[config.mk]
export PLATFORM = sky130hd
export DESIGN_NAME = mux4_rr_arbiter
export DESIGN_NICKNAME = d
export VERILOG_FILES = /design/src/rtl/mux4_rr_arbiter.sv
export SDC_FILE = /design/constraint.sdc
export NUM_CORES = 1
export LEC_CHECK = 0
export ABC_AREA = 1
export BUFFER_PORTS_ARGS = -buffer_cell sky130_fd_sc_hd__buf_2
export CORE_AREA = 2 2 74 76
export DETAILED_ROUTE_END_ITERATION = 8
export DIE_AREA = 0 0 76 78
export HOLD_SLACK_MARGIN = 0.12
export PLACE_DENSITY = 0.81
export SLEW_MARGIN = 0
export SYNTH_ARGS = -nofsm -noshare
export SYNTH_HDL_FRONTEND = slang
export SYNTH_SLANG_ARGS = --single-unit
export TNS_END_PERCENT = 20
[constraint.sdc]
create_clock -name clk -period 1.3 [get_ports clk]
set_input_delay 0.26 -clock clk [delete_from_list [all_inputs] [get_ports clk]]
set_output_delay 0.26 -clock clk [all_outputs]
set_load 0.05 [all_outputs]
[src/rtl/mux4_rr_arbiter.sv]
// mux4_rr_arbiter
//   Round-robin burst arbiter in front of a shared 4:1 data mux. A grant is
//   held for a whole burst. It is released when the owner's last beat is
//   accepted. Priority then rotates so the last owner has lowest priority.
//   There is always one IDLE cycle between bursts.
//
//   Optional feature: define ARB_TIMEOUT_EN to add a stall counter. The
//   counter force-releases a grant after TIMEOUT_CYCLES consecutive BUSY
//   cycles with no accepted beat. A forced release pulses timeout_err for
//   one cycle.
//
// Ports
//   clk, rst         clock (rising edge), synchronous active-high reset
//   req[3:0]         requester i presents a beat
//   last[3:0]        requester i's current beat ends its burst
//   din0..din3       requester data, DW bits
//   dn_ready         downstream accepts the presented beat
//   dn_valid         beat presented downstream
//   dout             din[sel], combinational
//   sel              registered index of the granted requester
//   gnt              registered one-hot grant, zero while idle
//   ack              one-hot accept strobe toward the granted requester
//   busy             arbiter is in BUSY
//   timeout_err      one-cycle pulse on forced release (always 0 by default)
module mux4_rr_arbiter #(
  parameter int DW             = 32,
  parameter int TIMEOUT_CYCLES = 256,
  parameter int TW             = 9
) (
  input  logic          clk,
  input  logic          rst,
  input  logic [3:0]    req,
  input  logic [3:0]    last,
  input  logic [DW-1:0] din0,
  input  logic [DW-1:0] din1,
  input  logic [DW-1:0] din2,
  input  logic [DW-1:0] din3,
  input  logic          dn_ready,
  output logic          dn_valid,
  output logic [DW-1:0] dout,
  output logic [1:0]    sel,
  output logic [3:0]    gnt,
  output logic [3:0]    ack,
  output logic          busy,
  output logic          timeout_err
);

  if (TIMEOUT_CYCLES < 2 || (64'd1 << TW) <= 64'(TIMEOUT_CYCLES)) begin : g_param_chk
    $error("mux4_rr_arbiter: need TIMEOUT_CYCLES >= 2 and 2**TW > TIMEOUT_CYCLES");
  end

  typedef enum logic {IDLE = 1'b0, BUSY = 1'b1} state_t;

  state_t     state_q, state_d;
  logic [1:0] sel_q, sel_d;
  logic [3:0] gnt_q, gnt_d;
  logic [1:0] ptr_q, ptr_d;
  logic       accept;
  logic       timeout_hit;

  // First set request scanning ptr+1, ptr+2, ptr+3, ptr. The loop runs from
  // lowest to highest priority, so the last hit is the winner.
  function automatic logic [1:0] rr_pick(input logic [3:0] r, input logic [1:0] p);
    logic [1:0] idx;
    rr_pick = p;
    for (int k = 4; k >= 1; k--) begin
      idx = p + 2'(k);
      if (r[idx]) rr_pick = idx;
    end
  endfunction

  assign busy = (state_q == BUSY);
  assign sel  = sel_q;
  assign gnt  = gnt_q;

  always_comb begin
    case (sel_q)
      2'd0:    dout = din0;
      2'd1:    dout = din1;
      2'd2:    dout = din2;
      default: dout = din3;
    endcase
  end

  // rst gates the handshake so a burst interrupted by reset never acks.
  assign dn_valid = busy & req[sel_q] & ~rst;
  assign accept   = dn_valid & dn_ready;
  assign ack      = accept ? (4'b0001 << sel_q) : 4'b0000;

`ifdef ARB_TIMEOUT_EN
  logic [TW-1:0] stall_q, stall_d;
  logic          timeout_err_q, timeout_err_d;

  // The count reaches TIMEOUT_CYCLES on this cycle. A beat accepted in the
  // same cycle takes precedence.
  assign timeout_hit = busy & ~accept & (stall_q == TW'(TIMEOUT_CYCLES - 1));

  always_comb begin
    stall_d       = '0;
    timeout_err_d = timeout_hit;
    if (busy && !accept && !timeout_hit) stall_d = stall_q + 1'b1;
  end

  always_ff @(posedge clk) begin
    if (rst) begin
      stall_q       <= '0;
      timeout_err_q <= 1'b0;
    end else begin
      stall_q       <= stall_d;
      timeout_err_q <= timeout_err_d;
    end
  end

  assign timeout_err = timeout_err_q;
`else
  assign timeout_hit = 1'b0;
  assign timeout_err = 1'b0;
`endif

  always_comb begin
    state_d = state_q;
    sel_d   = sel_q;
    gnt_d   = gnt_q;
    ptr_d   = ptr_q;
    case (state_q)
      IDLE: begin
        if (|req) begin
          state_d = BUSY;
          sel_d   = rr_pick(req, ptr_q);
          gnt_d   = 4'b0001 << rr_pick(req, ptr_q);
        end
      end
      default: begin
        if ((accept && last[sel_q]) || timeout_hit) begin
          state_d = IDLE;
          gnt_d   = 4'b0000;
          ptr_d   = sel_q;
        end
      end
    endcase
  end

  always_ff @(posedge clk) begin
    if (rst) begin
      state_q <= IDLE;
      sel_q   <= 2'd0;
      gnt_q   <= 4'b0000;
      ptr_q   <= 2'd3;
    end else begin
      state_q <= state_d;
      sel_q   <= sel_d;
      gnt_q   <= gnt_d;
      ptr_q   <= ptr_d;
    end
  end

endmodule

==> impl.org, run 1 <==
** Power and ir drop
- Switching part of the total :: 0.510
- In this run the power spent charging and discharging nets is 1350 uW.
- Pleak :: 0.00175 uW
- The internal portion of the total power is ~1300 uW.
- Sequential share of power :: 0.119
- Highest ir drop seen on vdd :: roughly 0.76 mV
- Fraction of power consumed by combinational cells :: 0.755
- The share of total power dissipated in the clock network is 0.126.
- Post-layout total power :: 2640 uW
- For this design the ratio of total power to cell area is between 800 and 900 mW/mm^2.

** Drt
- Number of vias in the routed layout :: about 2800
- In this run the remaining antenna-violating nets after routing total 0.
- Wire length per cell :: 13.5 um
- Total wire length after detailed routing :: just under 8 mm
- Length of the first detailed-routing pass in iterations :: 7
- Using the TritonRoute via totals, the vias-per-cell ratio works out to 4.73.
- DRC violation count after routing :: 0
- For this block, the initial DRC count from the detailed router was 147.

** Placement
- Final HPWL DP :: 5.67 mm
- Port Buffer Count :: 182
- Placement-stage cell area :: about 0.0027 mm^2
- Routability Congestion :: 0.895
- Dpl cells :: approximately 570

** Worst setup path
- The critical path is of the register to output pin type.
- The setup check on the worst reg-to-reg path leaves a slack of -320 ps.
- Critical path data arrival time :: 1540 ps
- STA puts the critical path data required time at 1040 ps.
- STA classifies the critical path startpoint as a register.
- Most prevalent standard cell on the critical path :: sky130_fd_sc_hd__nand2_2
- Kind of end point of the critical path :: output pin
- Worst-path fanout max :: 8
- The largest single stage delay on the critical path is 390 ps.
- The largest individual stage delay along the critical path comes from the cell sky130_fd_sc_hd__dfxtp_4.
- Critical path cell sequence :: nand2_2 -> o21ai_2 -> nand2_1 -> nand2_2 -> nand2_2 -> nor2_4 -> nand2_4 -> nor3_4 -> buf_6

** Die
- Die Span Y :: between 70 and 80 um
- Number of placed I/O pins :: 184
- Std-Cell Rows :: 26
- DIE AREA :: 0.00593 mm^2
- The region available for standard cell placement spans 0.00504 mm^2.
- Horizontal extent of the die :: 76 um
- Initial standard-cell utilization of the core :: 0.282

** STA
- Layout Skew :: 5.29 ps
- The total count of hold-check failures in the final report came to 0.
- Hold_ws :: 423 ps
- Of the available clock period, the critical path in the final layout requires 1.38.
- RSZ-0062 raised after global routing :: true
- The smallest clock period supported by the final layout is computed as 1800 ps.
- Max-slew violation total from the final report :: 0
- Across all setup checks in the final design, the least slack found is -496 ps.
- Maximum achievable frequency :: 557 MHz
- Final setup viols :: 44

** Global route
- First-pass GRT wire length :: approximately 12 mm
- Number of global-route vias before repair :: 2543
- Entering global routing, the biggest net connects 34 pins.
- Antenna violations before repair :: 1
- GRT Util Overall :: 0.239
- The total overflow left after global routing is 0.

** Clocking
- Cts bufs inserted :: 3
- In this run the number of H-tree levels came out at 1.
- Clock insertion delay at the later pin of the skew report :: between 200 and 250 ps
- Number of hold-repair buffers added at the cts stage :: 0
- TritonCTS built the clock tree.
- Clock Pin Slew Worst Setup and Hold Paths :: 50 ps
- CTS root buffer :: sky130_fd_sc_hd__clkbuf_8
- The clock drives 9 sinks.
- Counting along the longest clock path gives a buffer depth of 2.

** Yosys
- The share of the Yosys chip area taken by registers is 0.127.
- Synthesized Nets :: 443
- A synthesized cell averages 4.68 um^2.
- After synthesis the netlist holds a flip-flop and latch count of 9.
- Distinct cell type count of the synthesized netlist :: 16
- Yosys warnings :: 0
- Gate count after technology mapping :: a little over 300
- Post-Synthesis Cell Area :: 0.00142 mm^2

** Outcome
- The checks that failed: setup timing.
- The flow ran to the end, but the final reports show violations.

** Job
- Max-cap violations in this run came to 0.

** Cells and area
- For this run, the post-layout net count is 651.
- In the final layout, the share of cells above drive strength 1 is 0.495.
- After filler insertion, the fill cell instance count of the layout stands at ~470.
- The finished layout holds 582 standard cells, fillers aside.
- Final core occ :: 0.630
- Post-route cell area :: 0.00318 mm^2
- From synthesis to final layout, the design area changed by 123%.

** Worst hold path
- The tightest min-delay check is of the input port to register type.
[layer usage]
layer	part of all wire	vias up	routed length, um	GRT usage
li1	-	1387	-	-
met1	0.38	1176	3020	0.293
met2	0.49	170	3880	0.413
met3	0.10	20	795	0.0535
met4	0.023	0	183	0.0800
met5	0	-	0	0
[layout make-up]
type | instances | area (um^2) | share of cell area
antenna | 1 | 2.50 | 0.000788
inverter | 19 | 71.3 | 0.0225
sequential | 9 | 193 | 0.0607
timing repair buffer | 219 | 1580 | 0.497
tap | 70 | 87.6 | 0.0276
multi-input combinational | 260 | 1200 | 0.377
clock buffer | 4 | 45.0 | 0.0142
[final timing paths]
path / depth (start not counted) / end / startpoint
worst min-delay path: 3 / sel[1]$_SDFFE_PP0P_ / rst
worst max register to register: 12 / gnt[1]$_SDFFE_PP0P_ / sel[0]$_SDFFE_PP0P_
worst max-delay path: 9 / ack[0] / sel[0]$_SDFFE_PP0P_
worst min register to register: 2 / gnt[2]$_SDFFE_PP0P_ / gnt[2]$_SDFFE_PP0P_
[kinds of logic (layout without fill, tap and decap cells)]
family	Yosys count	in the layout	share of synthesized area
AOI/OAI and AO/OA	12	12	0.0422
and+or+nand+nor	247	247	0.728
other	1	2	0.00263
DFF	9	9	0.127
buffers and inverters	35	242	0.100
[power by group through the flow]
stage / Combinational (uW) / Clock (uW) / Sequential, uW
global placement: 1640 / 0 / 317
floorplan: 996 / 0 / 373
global route: 2110 / 349 / 317
CTS: 1920 / 327 / 314
finish: 2000 / 333 / 314
detailed placement: 1650 / 0 / 318
[cells in the mapped netlist]
library cell               count  area share
sky130_fd_sc_hd__nand2_1     182        0.48
sky130_fd_sc_hd__nand4_1      32        0.14
sky130_fd_sc_hd__nor2_1       18       0.047
sky130_fd_sc_hd__inv_1        17       0.045
sky130_fd_sc_hd__clkbuf_1     13       0.034
sky130_fd_sc_hd__dfxtp_1       9        0.13
sky130_fd_sc_hd__nand3_1       9       0.032
sky130_fd_sc_hd__a21oi_1       6       0.021
sky130_fd_sc_hd__o21ai_0       6       0.021
sky130_fd_sc_hd__buf_4         3       0.016
sky130_fd_sc_hd__inv_2         2      0.0053
sky130_fd_sc_hd__nor2_2        2      0.0088
sky130_fd_sc_hd__nor3_1        2      0.0070
sky130_fd_sc_hd__conb_1        1      0.0026
sky130_fd_sc_hd__nand2_2       1      0.0044
sky130_fd_sc_hd__nand4_2       1      0.0088
[repair_timing]
item,CTS,global route
setup buffers,3,3
endpoints found under the setup margin,46,47
cloned,2,2
resized for setup,78,16
pin swaps,21,10
[cell usage in the layout (no fill, tap or decap), types with 5 or more instances in the layout]
cell	Yosys	final
sky130_fd_sc_hd__buf_12	0	6
sky130_fd_sc_hd__buf_2	0	145
sky130_fd_sc_hd__buf_4	3	28
sky130_fd_sc_hd__buf_6	0	33
sky130_fd_sc_hd__dfxtp_1	9	5
sky130_fd_sc_hd__inv_1	17	13
sky130_fd_sc_hd__inv_2	2	6
sky130_fd_sc_hd__nand2_1	182	176
sky130_fd_sc_hd__nand2_2	1	6
sky130_fd_sc_hd__nand3_1	9	8
sky130_fd_sc_hd__nand4_1	32	32
sky130_fd_sc_hd__nor2_1	18	14
sky130_fd_sc_hd__nor2_4	0	5
[critical path, delay by kind of cell (launching register included)]
kind / cells / cell delay, ps
buffers and inverters: 1 / 180
flip-flops: 1 / 390
AND/OR/NAND/NOR: 7 / 690
AO/OA/AOI/OAI: 1 / 50
[stage by stage]
step,setup TNS (ps),setup slack [ps]
detailed placement,-10370,-362
global placement,-9330,-332
global route,-21280,-607
finish,-17610,-496
CTS,-16150,-469
floorplan,-19770,-864
[registers in the layout, summed over array words and instances (netlist names)]
name / count
ptr_q: 2
sel: 2
gnt: 4
busy: 1
(Power assumes the default switching activity.)
==> inputs of run 2 (changes only) <==
--- a/config.mk
+++ b/config.mk
@@ -8,9 +8,9 @@
 export ABC_AREA = 1
 export BUFFER_PORTS_ARGS = -buffer_cell sky130_fd_sc_hd__buf_2
-export CORE_AREA = 2 2 74 76
+export CORE_AREA = 2 2 63 88
 export DETAILED_ROUTE_END_ITERATION = 8
-export DIE_AREA = 0 0 76 78
+export DIE_AREA = 0 0 65 90
 export HOLD_SLACK_MARGIN = 0.12
-export PLACE_DENSITY = 0.81
+export PLACE_DENSITY = 0.82
 export SLEW_MARGIN = 0
 export SYNTH_ARGS = -nofsm -noshare
==> constraint.sdc (replaced) <==
create_clock -name clk -period 1.3 [get_ports clk]
set_input_delay 0.065 -clock clk [delete_from_list [all_inputs] [get_ports clk]]
set_output_delay 0.065 -clock clk [all_outputs]
set_load 0.05 [all_outputs]
==> run 2 against run 1 <==
  * The run still ends with setup timing left
  * Register-to-register slack improved by 150 ps
  * Total power increased by 9.3%
  * Clock skew decreased by 1.8 ps
  * Flip-flop and latch count did not move
  * Via count is 3.2% higher
==> impl.org, run 2 (synthesis gave the netlist of run 1 again) <==
** Outcome
- Outcome :: finished with violations (unchanged)
- Violated checks: setup timing (unchanged).

** Placement
- The final weighted congestion in routability-driven placement came to 0.985 (was 0.895).
- The total cell area at the placement stage is 0.00288 mm^2 (was 0.00270 mm^2).
- Port Buffer Count :: 182 (unchanged)
- Dpl cells :: 562 (was 567)
- The sum of net half-perimeters after detailed placement is 6.40 mm (was 5.67 mm).

** Global route
- GRT Util Overall :: 0.265 (was 0.239)
- First-pass GRT wire length :: 12.3 mm (was 11.8 mm)
- Total gr overflow :: 0 (unchanged)
- The pin count of the biggest net entering global routing is 25 (was 34).
- Number of global-route vias before repair :: 2584 (was 2543)
- The initial antenna violation count came to 0 (was 1).

** Cells and area
- The area growth from synthesis to layout is 138% (was 123%).
- Number of fill cells :: 439 (was 465)
- The final net count is 652 (was 651).
- Most frequent cells in the layout :: sky130_fd_sc_hd__nand2_1 (172), sky130_fd_sc_hd__buf_2 (145), sky130_fd_sc_hd__nand4_1 (32) (was sky130_fd_sc_hd__nand2_1 (176), sky130_fd_sc_hd__buf_2 (145), sky130_fd_sc_hd__buf_6 (33))
- Commonest non-fill, non-tap cell in the layout :: sky130_fd_sc_hd__nand2_1 (unchanged)
- Combined flip-flop and latch cell area :: 193 um^2 (unchanged)
- The proportion of layout cells with a drive suffix above 1 came to 0.510 (was 0.495).
- The number of flip-flops in the largest register was 4 (unchanged).
- Post-route non-filler standard cell count :: 579 (was 582)
- Multi-input logic area :: 0.00126 mm^2 (was 0.00120 mm^2)
- Post-route cell area :: 0.00339 mm^2 (was 0.00318 mm^2)

** STA
- Max-slew violation total from the final report :: 0 (unchanged)
- Final worst-path cycle share :: 1.24 (was 1.38)
- The clock skew was 3.49 ps (was 5.29 ps).
- The final total negative setup slack was -10710 ps (was -17610 ps).
- Final Critical Period :: 1620 ps (was 1800 ps)
- RSZ-0062 raised after global routing :: true (unchanged)
- The maximum clock frequency is 619 MHz (was 557 MHz).
- Hold Vio Cnt, Final :: 0 (unchanged)
- The final setup slack of the worst path came to -316 ps (was -496 ps).
- The final setup violation count was 45 (was 44).

** Worst setup path
- Worst-path fanout max :: 7 (was 8)
- Worst Path Class, Setup :: register to output pin (unchanged)
- The timing endpoint of the critical path is ack[2] (was ack[0]).
- Path depth of the worst reg2reg path :: 10 (was 12)
- Worst reg-to-reg setup slack :: -170 ps (was -320 ps)
- Startpoint Class :: register (unchanged)
- The data arrival time at the worst-slack endpoint came to 1550 ps (was 1540 ps).
- CP Launch Point :: sel[0]$_SDFFE_PP0P_ (unchanged)
- The endpoint of the most critical register-to-register path is gnt[3]$_SDFFE_PP0P_ (was gnt[1]$_SDFFE_PP0P_).
- The data required time of the worst path is 1240 ps (was 1040 ps).
- The launching point of the worst reg2reg path is sel[0]$_SDFFE_PP0P_ (unchanged).
- Kind of end point of the critical path :: output pin (unchanged)

** Clocking
- The number of hold buffers added after cts came to 0 (unchanged).
- Maximum number of buffers from clock root to sink :: 2 (unchanged)
- The clock transition at the registers of the reported paths came to 50 ps (about the same).
- Cts bufs inserted :: 3 (unchanged)
- The clock root buffer was sky130_fd_sc_hd__clkbuf_8 (unchanged).
- TritonCTS clock tree :: yes (unchanged)
- Number of sinks on the clock net :: 9 (unchanged)
- The maximum level of the CTS H-tree is 1 (unchanged).
- Clock insertion delay at the later pin of the skew report :: 240 ps (was 230 ps)

** Worst hold path
- Path class of the lowest-slack min-delay path :: input port to register (unchanged)

** Power and ir drop
- The reported leakage power was 0.00180 uW (was 0.00175 uW).
- Power density over the cells :: 854 mW/mm^2 (was 833 mW/mm^2)
- Highest ir drop seen on vdd :: 0.825 mV (was 0.760 mV)
- The final total power was 2890 uW (was 2640 uW).

** Drt
- Number of vias in the routed layout :: 2842 (was 2753)
- Length of the first detailed-routing pass in iterations :: 5 (was 7)
- Count of antenna-violating nets left after detailed routing :: 0 (unchanged)
- Vias per Instance :: 4.91 (was 4.73)
- The number of violations reported at the end of detailed-routing iteration 0 came to 152 (was 147).
- Wire length per cell :: 15.0 um (was 13.5 um)
- DRC violation count after routing :: 0 (unchanged)
- Total wire length after detailed routing :: 8.71 mm (was 7.88 mm)

** Die
- The y dimension of the die came to 90 um (was 78 um).
- Horizontal extent of the die :: 65 um (was 76 um)
- The number of core rows is 31 (was 26).
- DIE AREA :: 0.00585 mm^2 (was 0.00593 mm^2)
- The initial core utilization came to 0.280 (was 0.282).
- The area of the core is 0.00508 mm^2 (was 0.00504 mm^2).
- The I/O pin count was 184 (unchanged).

** Job
- The number of violations of the max-capacitance limit was 0 (unchanged).
==> run 2: cell count changes in the layout (fill, tap and decap cells not counted), sizes merged <==
| cell | change |
|---|---|
| buf | +2 |
| clkbuf | -1 |
==> run 2: layout make-up <==
type | count | share of cell area
Inverter | 19 | 0.0255
Timing Repair Buffer | 220 | 0.506
Multi-Input combinational cell | 260 | 0.373
Antenna cell | 1 | 0.000739
Tap cell | 66 | 0.0244
Sequential cell | 9 | 0.0569
Clock buffer | 4 | 0.0133
==> run 2: how the worst min path moves through the flow <==
stage / from / endpoint / slack, ps / cells after the start
6_report: rst / gnt[2]$_SDFFE_PP0P_ / 160 / 2
5_1_grt: rst / gnt[3]$_SDFFE_PP0P_ / 180 / 2
4_1_cts: rst / sel[1]$_SDFFE_PP0P_ / 130 / 2
3_5_place_dp: rst / sel[1]$_SDFFE_PP0P_ / 380 / 2
3_3_place_gp: rst / gnt[3]$_SDFFE_PP0P_ / 380 / 2
2_1_floorplan: req[0] / busy$_SDFF_PP0_ / 320 / 4
==> run 2: worst max-delay path: stages, from the launching register on <==
cell                      delay, ps
sky130_fd_sc_hd__dfxtp_4        370
sky130_fd_sc_hd__inv_1           60
sky130_fd_sc_hd__nand2_1         40
sky130_fd_sc_hd__nand2_1         60
sky130_fd_sc_hd__nand2_1         60
sky130_fd_sc_hd__nand2_2         80
sky130_fd_sc_hd__nand2_2         60
sky130_fd_sc_hd__nor2_4         110
sky130_fd_sc_hd__nand2_4        100
sky130_fd_sc_hd__nor3_4         170
sky130_fd_sc_hd__buf_6          180
==> run 2: per-layer routing <==
layer  wire length (um)  vias up  global-route usage
met5                  0        -                   0
met4                182        0              0.0567
met3               1430       22               0.156
met2               4090      198               0.439
met1               3010     1235               0.287
li1                   -     1387                   -
==> run 2: repair_timing <==
action,4_1_cts,5_1_grt
endpoints found under the hold margin,0,0
setup endpoints to repair,46,46
cloned,3,1
buffers inserted,2,7
gates resized for setup,70,29
pin swaps,30,45
==> run 2: report_power, final <==
group / internal, uW / switching [uW] / total [uW]
clock: 215 / 126 / 341
sequential: 294 / 25.8 / 320
combinational: 923 / 1310 / 2230
total: 1430 / 1460 / 2890
==> run 2: per-stage QoR <==
step                       util  hold WS [ps]  worst slack (ps)
after floorplan               -           318              -669
after global placement    0.567           380              -135
after global routing      0.666           184              -392
after detailed placement  0.567           382              -216
after CTS                 0.631           133              -286
final                     0.667           164              -316
==> inputs of run 3 (changes only) <==
==> constraint.sdc (replaced) <==
create_clock -name clk -period 1.3 [get_ports clk]
set_input_delay 0.13 -clock clk [delete_from_list [all_inputs] [get_ports clk]]
set_output_delay 0.13 -clock clk [all_outputs]
set_load 0.05 [all_outputs]
==> run 3 against run 2 <==
  * Setup slack got worse by 86 ps
  * Sequential share of layout area increased by 0.18 points
  * Critical endpoint unchanged
  * Via count is 0.56% higher
  * The flow still finishes with violations (setup timing)
  * Wire length decreased by 0.16%
  * Global-route usage up 1.0 points
  * Critical path type unchanged
==> impl.org, run 3 (synthesis gave the netlist of run 1 again) <==
** Clocking
- The maximum level of the CTS H-tree is 1 (unchanged).
- Clock Pin Slew Worst Setup and Hold Paths :: 50 ps (about the same)
- Number of sinks on the clock net :: 9 (unchanged)
- Cts bufs inserted :: 3 (unchanged)
- Maximum number of buffers from clock root to sink :: 2 (unchanged)
- The clock root buffer is sky130_fd_sc_hd__clkbuf_8 (unchanged).
- The clock latency reported for the late side of the worst-skew pair was 240 ps (about the same).
- TritonCTS clock tree :: yes (unchanged)

** Outcome
- Violated checks: setup timing (unchanged).
- Outcome: finished with violations (unchanged).

** STA
- The total count of hold-check failures in the final report was 0 (unchanged).
- Maximum achievable frequency :: 588 MHz (was 619 MHz)
- RSZ-0062 raised after global routing :: true (unchanged)
- The clock skew was 0.501 ps (was 3.49 ps).
- Hold_ws :: 282 ps (was 164 ps)
- The shortest period the worst path allows came to 1700 ps (was 1620 ps).
- Max-slew violation total from the final report :: 0 (unchanged)
- Fin worst setup slack :: -402 ps (was -316 ps)
- Final setup viols :: 44 (was 45)
- Final worst-path cycle share :: 1.31 (was 1.24)

** Die
- The y dimension of the die was 90 um (unchanged).
- Initial standard-cell utilization of the core :: 0.280 (unchanged)
- The I/O pin count came to 184 (unchanged).
- The area of the core came to 0.00508 mm^2 (unchanged).
- The overall die width came to 65 um (unchanged).
- Std-Cell Rows :: 31 (unchanged)
- DIE AREA :: 0.00585 mm^2 (unchanged)

** Global route
- Largest net degree at the start of global routing :: 24 (was 25)
- The initial antenna violation count came to 0 (unchanged).
- The global-route wire length before repair was 12.6 mm (was 12.3 mm).
- The global route total overflow is 0 (unchanged).
- Number of global-route vias before repair :: 2634 (was 2584)
- GRT Util Overall :: 0.275 (was 0.265)

** Worst setup path
- The highest-delay cell along the critical path is sky130_fd_sc_hd__dfxtp_4 (unchanged).
- The launching point of the worst reg2reg path was sel[0]$_SDFFE_PP0P_ (unchanged).
- Worst Path Class, Setup :: register to output pin (unchanged)
- The data arrival time at the worst-slack endpoint was 1570 ps (was 1550 ps).
- Critical path cell sequence: nand2_2 -> o21ai_2 -> nand2_1 -> nand2_2 -> nand2_2 -> nor2_4 -> nand2_4 -> nor3_4 -> buf_6 (was inv_1 -> nand2_1 -> nand2_1 -> nand2_1 -> nand2_2 -> nand2_2 -> nor2_4 -> nand2_4 -> nor3_4 -> buf_6).
- Worst reg-to-reg setup slack :: -250 ps (was -170 ps)
- Delay-heaviest family, CP :: simple AND/OR/NAND/NOR gates (unchanged)
- The critical path endpoint category was an output pin (unchanged).
- Req. time, crit path :: 1170 ps (was 1240 ps)
- Startpoint Class :: register (unchanged)
- The number of cells on the worst reg-to-reg path came to 12 (was 10).
- The peak fanout along the critical path is 8 (was 7).
- The endpoint of the most critical register-to-register path is ptr_q[0]$_SDFFE_PP1P_ (was gnt[3]$_SDFFE_PP0P_).
- The peak per-stage delay on the critical path is 390 ps (was 370 ps).
- Worst Path Buf+Inv :: 1 (was 2)
- Most prevalent standard cell on the critical path :: sky130_fd_sc_hd__nand2_2 (was sky130_fd_sc_hd__nand2_1)

** Drt
- Wire length per cell :: 15.0 um (about the same)
- Vias per Instance :: 4.93 (was 4.91)
- DRC violation count after routing :: 0 (unchanged)
- Total wire length after detailed routing :: 8.70 mm (was 8.71 mm)
- Starting DRC count in detailed routing :: 107 (was 152)
- The final antenna-violating net count was 0 (unchanged).
- Number of vias in the routed layout :: 2858 (was 2842)
- The detailed-router iteration count before antenna repair came to 4 (was 5).

** Cells and area
- Inserted Diodes :: 0 (was 1)
- Commonest non-fill, non-tap cell in the layout :: sky130_fd_sc_hd__nand2_1 (unchanged)
- Growth of design area from synthesis to finish :: 133% (was 138%)
- Post-route cell area :: 0.00332 mm^2 (was 0.00339 mm^2)
- Final net count :: 654 (was 652)
- The number of flip-flops in the largest register came to 4 (unchanged).
- Most frequent cells in the layout :: sky130_fd_sc_hd__nand2_1 (169), sky130_fd_sc_hd__buf_2 (144), sky130_fd_sc_hd__nand4_1 (32) (was sky130_fd_sc_hd__nand2_1 (172), sky130_fd_sc_hd__buf_2 (145), sky130_fd_sc_hd__nand4_1 (32))
- Share of final-layout standard cells stronger than drive strength 1 :: 0.512 (was 0.510)
- The count of non-filler cells in the finished layout is 580 (was 579).

** Worst hold path
- The startpoint of the tightest hold check path is rst (unchanged).
- Path class of the lowest-slack min-delay path :: input port to register (unchanged)
- The destination of the worst hold path is sel[1]$_SDFFE_PP0P_ (was gnt[2]$_SDFFE_PP0P_).
- Worst Hold Path Cells :: 3 (was 2)

** Power and ir drop
- Post-layout total power :: 2860 uW (was 2890 uW)
- Highest ir drop seen on vdd :: 0.764 mV (was 0.825 mV)
- The reported leakage power is 0.00179 uW (was 0.00180 uW).
- The power density over the cells was 862 mW/mm^2 (was 854 mW/mm^2).

** Job
- The number of violations of the max-capacitance limit was 0 (unchanged).

** Placement
- Dpl cells :: 566 (was 562)
- The number of buffers inserted by port buffering came to 182 (unchanged).
- The final weighted congestion in routability-driven placement was 0.945 (was 0.985).
- Final HPWL DP :: 6.62 mm (was 6.40 mm)
- The total cell area at the placement stage was 0.00289 mm^2 (was 0.00288 mm^2).
## run 3: cell types whose count changed in the layout (fill, tap and decap cells not counted), sizes merged
cell and change:
diode -1, clkbuf +2
## run 3: worst max path at each step
stage                     depth (start not counted)                start  slack [ps]  endpoint
final                                             9  sel[0]$_SDFFE_PP0P_        -400    ack[2]
after global routing                              9  sel[0]$_SDFFE_PP0P_        -500    ack[0]
after CTS                                         9  sel[0]$_SDFFE_PP0P_        -370    ack[0]
after detailed placement                          8  sel[0]$_SDFFE_PP0P_        -240    ack[0]
after global placement                           10  sel[0]$_SDFFE_PP0P_        -190    ack[2]
after floorplan                                   9  sel[0]$_SDFFE_PP0P_        -730    ack[0]
## run 3: timing repair
item | in CTS | in global routing
endpoints found under the setup margin | 46 | 46
gates resized for setup | 64 | 31
setup buffers | 2 | 3
hold buffers | 0 | 0
pin swaps | 21 | 19
cloned | 2 | 3
## run 3: per-stage QoR
step / util / TNS (ps) / setup WS, ps
floorplan: - / -14960 / -734
global placement: 0.568 / -5350 / -190
detailed placement: 0.568 / -6600 / -243
CTS: 0.620 / -13210 / -372
global route: 0.654 / -16730 / -503
finish: 0.654 / -13310 / -402
## run 3: area by class of cell
class                           instances  area (um^2)
Timing Repair Buffer                  222         1690
Multi-Input combinational cell        260         1230
Inverter                               19         78.8
Clock buffer                            4         45.0
Sequential cell                         9          195
Tap cell                               66         82.6
Fill cell                             465         1760
## run 3: per-layer routing
metal	global-route usage	up-vias	wire length, um
li1	-	1386	-
met1	0.295	1283	3070
met2	0.452	174	4100
met3	0.170	15	1410
met4	0.0656	0	119
met5	0	-	0
## run 3: where the power goes
part           total, uW  leakage, uW  switching, uW  internal (uW)
clock                347    0.0000228            132            216
sequential           317    0.0000750           24.1            292
combinational       2200      0.00170           1290            915
total               2860      0.00179           1440           1420
## run 3: tightest hold or removal path, stage by stage
cell and delay [ps]:
sky130_fd_sc_hd__buf_2 140, sky130_fd_sc_hd__buf_4 180, sky130_fd_sc_hd__a21oi_2 40
